File: src/rtl/reset_seq_unit.sv
// ============================================================================
// reset_seq_unit : PLL-lock qualified core reset sequencer with button debounce
// Rev 1.0 - initial release
// ============================================================================
`default_nettype none

module reset_seq_unit #(
  parameter logic [15:0] SANITY_CNT   = 16'hAA55,
  parameter logic [15:0] DEBOUNCE_CYC = 16'hFFFF
) (
  input  logic       clock,
  input  logic       reset,
  input  logic       pllLocked,
  input  logic       btnReset,
  output logic       coreReset,
  output logic       runPulse,
  output logic [1:0] resetCause,
  output logic [7:0] resetCount
);

  typedef enum logic [1:0] {
    ST_WAITLOCK = 2'd0,
    ST_COUNT    = 2'd1,
    ST_RUN      = 2'd2
  } state_t;

  localparam logic [15:0] c_SANITY_LAST = SANITY_CNT - 16'd1;
  localparam logic [15:0] c_DEB_LAST    = DEBOUNCE_CYC - 16'd1;
  localparam logic [1:0]  c_CAUSE_BTN   = 2'd1;
  localparam logic [1:0]  c_CAUSE_LOCK  = 2'd2;

  logic        r_lock_meta;
  logic        r_lock_s;
  logic        r_btn_meta;
  logic        r_btn_s;
  logic [15:0] r_dcnt;
  logic        r_press_done;
  logic        w_press;

  state_t      r_state;
  state_t      w_state_nxt;
  logic [15:0] r_cnt;
  logic [15:0] w_cnt_nxt;
  logic [1:0]  r_cause;
  logic [1:0]  w_cause_nxt;
  logic        w_exit_run;
  logic [7:0]  r_count;
  logic        r_core_reset;
  logic        r_run_pulse;

  always_ff @(posedge clock or negedge reset) begin
    if (!reset) begin
      r_lock_meta <= 1'b0;
      r_lock_s    <= 1'b0;
      r_btn_meta  <= 1'b0;
      r_btn_s     <= 1'b0;
    end else begin
      r_lock_meta <= pllLocked;
      r_lock_s    <= r_lock_meta;
      r_btn_meta  <= btnReset;
      r_btn_s     <= r_btn_meta;
    end
  end

  // The press fires on the DEBOUNCE_CYC-th consecutive high cycle of btnS,
  // i.e. while the counter sits at its ceiling and the button is still held.
  assign w_press = r_btn_s && (r_dcnt == c_DEB_LAST) && !r_press_done;

  always_ff @(posedge clock or negedge reset) begin
    if (!reset) begin
      r_dcnt       <= 16'd0;
      r_press_done <= 1'b0;
    end else if (!r_btn_s) begin
      r_dcnt       <= 16'd0;
      r_press_done <= 1'b0;
    end else begin
      if (r_dcnt != c_DEB_LAST) begin
        r_dcnt <= r_dcnt + 16'd1;
      end
      if (w_press) begin
        r_press_done <= 1'b1;
      end
    end
  end

  always_comb begin
    w_state_nxt = r_state;
    w_cnt_nxt   = r_cnt;
    w_cause_nxt = r_cause;
    w_exit_run  = 1'b0;
    case (r_state)
      ST_WAITLOCK: begin
        if (r_lock_s) begin
          w_state_nxt = ST_COUNT;
          w_cnt_nxt   = 16'd0;
        end
      end
      ST_COUNT: begin
        if (!r_lock_s) begin
          w_state_nxt = ST_WAITLOCK;
        end else if (w_press) begin
          w_cnt_nxt   = 16'd0;
          w_cause_nxt = c_CAUSE_BTN;
        end else if (r_cnt == c_SANITY_LAST) begin
          w_state_nxt = ST_RUN;
        end else begin
          w_cnt_nxt = r_cnt + 16'd1;
        end
      end
      ST_RUN: begin
        // Lock loss is tested first so it wins over a coincident press.
        if (!r_lock_s) begin
          w_state_nxt = ST_WAITLOCK;
          w_cause_nxt = c_CAUSE_LOCK;
          w_exit_run  = 1'b1;
        end else if (w_press) begin
          w_state_nxt = ST_WAITLOCK;
          w_cause_nxt = c_CAUSE_BTN;
          w_exit_run  = 1'b1;
        end
      end
      default: begin
        w_state_nxt = ST_WAITLOCK;
      end
    endcase
  end

  always_ff @(posedge clock or negedge reset) begin
    if (!reset) begin
      r_state      <= ST_WAITLOCK;
      r_cnt        <= 16'd0;
      r_cause      <= 2'd0;
      r_count      <= 8'd0;
      r_core_reset <= 1'b1;
      r_run_pulse  <= 1'b0;
    end else begin
      r_state      <= w_state_nxt;
      r_cnt        <= w_cnt_nxt;
      r_cause      <= w_cause_nxt;
      r_core_reset <= (w_state_nxt != ST_RUN);
      r_run_pulse  <= (w_state_nxt == ST_RUN) && (r_state != ST_RUN);
      if (w_exit_run && (r_count != 8'hFF)) begin
        r_count <= r_count + 8'd1;
      end
    end
  end

  assign coreReset  = r_core_reset;
  assign runPulse   = r_run_pulse;
  assign resetCause = r_cause;
  assign resetCount = r_count;

endmodule

`default_nettype wire

File: config.mk
export PLATFORM = sky130hd
export DESIGN_NAME = reset_seq_unit
export DESIGN_NICKNAME = d
export VERILOG_FILES = /design/src/rtl/reset_seq_unit.sv
export SDC_FILE = /design/constraint.sdc
export NUM_CORES = 1
export LEC_CHECK = 0
export ABC_AREA = 1
export CAP_MARGIN = 30
export CORE_ASPECT_RATIO = 0.6
export CORE_MARGIN = 4
export CORE_UTILIZATION = 35
export DETAILED_ROUTE_END_ITERATION = 10
export PLACE_DENSITY_LB_ADDON = 0.05
export SYNTH_ARGS = -nofsm -noshare
export SYNTH_HDL_FRONTEND = slang
export SYNTH_SLANG_ARGS = --single-unit
File: constraint.sdc
create_clock -name clock -period 1.8 [get_ports clock]
set_input_delay 0.45 -clock clock [delete_from_list [all_inputs] [get_ports clock]]
set_output_delay 0.45 -clock clock [all_outputs]
set_load 0.01 [all_outputs]
==> flow_metrics.env <==
export IMPL_design_area_mm2=0.003694
export IMPL_setup_violations=0
export IMPL_pwr_density_cell_mw_per_mm2=708.1
export IMPL_area_growth_pct=24.03
export IMPL_nets=425
export IMPL_clk_latency_ps=300
export IMPL_syn_inst=374
export IMPL_combPwrFrac=0.064
export IMPL_ys_warn_count=0
export IMPL_cts_hold_repair_buffers=0
export IMPL_firstDrtPassIters=5
export IMPL_synthTopCellsByCount="nand2_1, dfrtp_1, nor2_1, inv_1, nand3_1"
export IMPL_dp_hpwl_mm=5.626
export IMPL_clkSinkCount=51
export IMPL_cp_num_buf_inv=1
export IMPL_synth_top_cell_by_area="dfrtp_1"
export IMPL_crit_fanout=5
export IMPL_synth_most_common_cell="nand2_1"
export IMPL_path_cells="clkdlybuf4s50_1"
export IMPL_rr_startpoint="r_cnt[0]"
export IMPL_overflow=0
export IMPL_place_area_mm2=0.003416
export IMPL_slowest_delay_ps=570
export IMPL_crit_family="buffers and inverters"
export IMPL_drc_errors=0
export IMPL_netlist_top_cells_area="dfrtp_1, nand2_1, nand3_1"
export IMPL_ys_seq_area_frac=0.4290
export IMPL_slew_viol_final=0
export IMPL_clkPwrFrac=0.484
export IMPL_r2r_cells=11
export IMPL_cp_required_ps=1350
export IMPL_holdWs_ps=99.51
export IMPL_antenna_found_initial=0
export IMPL_synth_edf_count=0
export IMPL_p_int_uw=2038
export IMPL_p_leak_uw=0.001628
export IMPL_cts_tree="yes"
export IMPL_grt_pass1_wl_mm=12.83
export IMPL_clockRootBuffer="clkbuf_16"
export IMPL_cts_buffer_depth=2
export IMPL_tightest_slew_ps=456.4
export IMPL_switchingPower_uw=577.8
export IMPL_syn_cell_area_mm2=0.002978
export IMPL_sw_frac_of_total=0.2209
export IMPL_synth_cell_type_count=35
export IMPL_die_w_um=127.1
export IMPL_io_buffer_count=15
export IMPL_max_freq_ghz=0.5749
export IMPL_diodes=0
export IMPL_dieArea_mm2=0.01010
export IMPL_cp_start_kind="flip-flop"
export IMPL_cp_end_kind="output pin"
export IMPL_slowest_stage="clkdlybuf4s50_1"
export IMPL_rrSetupSlack_ps=110
export IMPL_detail_route_vias_per_cell=4.874
export IMPL_cp_arrival_ps=1290
export IMPL_path_class="flip-flop to output pin"
export IMPL_cts_inserted_buffers=5
export IMPL_synth_top_cell_area_share=0.4202
export IMPL_drtIter0Drc=160
export IMPL_synthFlopType="dfrtp_1"
export IMPL_maxCapViolCount=0
export IMPL_dieHeight_um=79.45
export IMPL_finalCritPeriodShare=0.9664
export IMPL_grtUsageTotal=0.1610
export IMPL_min_period_ps=1740
export IMPL_coreArea_mm2=0.008070
export IMPL_r2r_end="r_cnt[5]"
export IMPL_relSlewSlack=0.6957
export IMPL_seqPwrFrac=0.452
export IMPL_skew_ps=8.877
export IMPL_routabilityCongestion=0.8305
export IMPL_hp_class="primary input to asynchronous set/reset pin"
export IMPL_status="finished clean"
export IMPL_synth_async_reset_ratio=1.000
export IMPL_synth_nets=383
export IMPL_route_vias_total=2559
export IMPL_ir_drop_mv=0.5017
export IMPL_clk_pin_slew_ps=80
export IMPL_grt_max_degree=35
export IMPL_final_hold_viol_count=0
export IMPL_start_util=0.3690
export IMPL_pin_count=16
export IMPL_drive_above_1_share=0.1894
export IMPL_fp_row_count=25
export IMPL_ys_seq_elements=51
export IMPL_wl_per_cell_um=14.23
export IMPL_detail_route_antenna_nets=0
export IMPL_grt_pass1_vias=2449
export IMPL_wl_mm=7.472
export IMPL_cts_htree_levels=2
export IMPL_nFillCells=823
export IMPL_synth_area_per_cell_um2=7.962
[power by group through the flow]
stage	sequential, uW	clock, uW	combinational, uW
final	1180	1260	167
after global routing	1190	1360	192
after CTS	1180	1290	158
after detailed placement	1200	0	157
after global placement	1200	0	157
after floorplan	1200	0	76.7
[final cells by class]
cell class | count | area [um^2] | area share
Clock inverter | 3 | 71.32 | 0.01931
Tap cell | 108 | 135.1 | 0.03659
Sequential cell | 51 | 1279 | 0.3462
Timing Repair Buffer | 43 | 396.6 | 0.1074
Multi-Input combinational cell | 277 | 1544 | 0.4180
Inverter | 38 | 142.6 | 0.03862
Clock buffer | 5 | 125.1 | 0.03388
[registers in the layout, summed over array words and instances, names as in the netlist]
name / count
r_dcnt: 16
r_state: 2
resetCause: 2
r_press_done: 1
resetCount: 8
r_lock_meta: 1
runPulse: 1
r_btn_s: 1
r_lock_s: 1
coreReset: 1
r_btn_meta: 1
r_cnt: 16
[what timing repair did]
action / CTS / global route
gates resized for setup: 1 / 11
gates cloned: 0 / 1
pin swaps: 0 / 1
setup endpoints to repair: 1 / 18
setup buffers: 0 / 1
[cell families (layout without fill, tap and decap cells)]
family,Yosys count,count (layout),share of synthesized area
flip-flops,51,51,0.4290
adder cells (fa/ha/maj),5,5,0.02101
XOR/XNOR,13,13,0.03824
AND/OR/NAND/NOR,217,217,0.3403
buffers and inverters,46,89,0.06891
AO/OA/AOI/OAI,42,42,0.1025
[per-layer routing]
layer	routed length (um)	global-route usage	up-vias	part of all wire
met1	4522	0.2740	1197	0.61
met2	2544	0.1941	40	0.34
met5	0	0	-	0
met3	338	0.03676	8	0.045
li1	-	-	1314	-
met4	66	0.03533	0	0.0088
[stage by stage]
step	utilization	std cells	setup TNS (ps)	power, uW	worst slack [ps]
4_1_cts	0.4474	523	0	2633	12.35
5_1_grt	0.4577	525	-0.9044	2739	-0.9044
2_1_floorplan	-	374	0	1280	173.7
3_3_place_gp	0.4233	515	0	1360	95.47
6_report	0.4577	525	0	2615	60.46
3_5_place_dp	0.4233	515	0	1360	53.15
[how the worst max path moves through the flow]
stage | startpoint | end | slack [ps] | cells after the start
floorplan | resetCount[0] | resetCount[5] | 170 | 8
global placement | r_cnt[0] | r_cnt[14] | 100 | 11
detailed placement | r_cnt[0] | r_cnt[14] | 50 | 11
CTS | r_cnt[0] | r_cnt[10] | 10 | 11
global route | r_dcnt[0] | r_cnt[5] | -0.9 | 12
finish | resetCount[3] | resetCount[3] | 60 | 1
[layout by cell type (no fill, tap or decap), drive strengths merged, types with 2 or more instances in the layout]
| cell | netlist | final |
|---|---|---|
| or2 | 2 | 2 |
| a31oi | 2 | 2 |
| o21bai | 2 | 2 |
| xor2 | 7 | 7 |
| ha | 5 | 5 |
| bufinv | 0 | 2 |
| xnor2 | 6 | 6 |
| a21o | 2 | 2 |
| clkbuf | 2 | 6 |
| inv | 38 | 39 |
| buf | 6 | 28 |
| o21ai | 26 | 26 |
| a21oi | 4 | 4 |
| dfrtp | 50 | 50 |
| nor3 | 9 | 9 |
| nor2 | 44 | 44 |
| nand2 | 107 | 107 |
| nand4 | 17 | 17 |
| nand3 | 35 | 35 |
| clkdlybuf4s50 | 0 | 13 |
(Power assumes the default switching activity.)
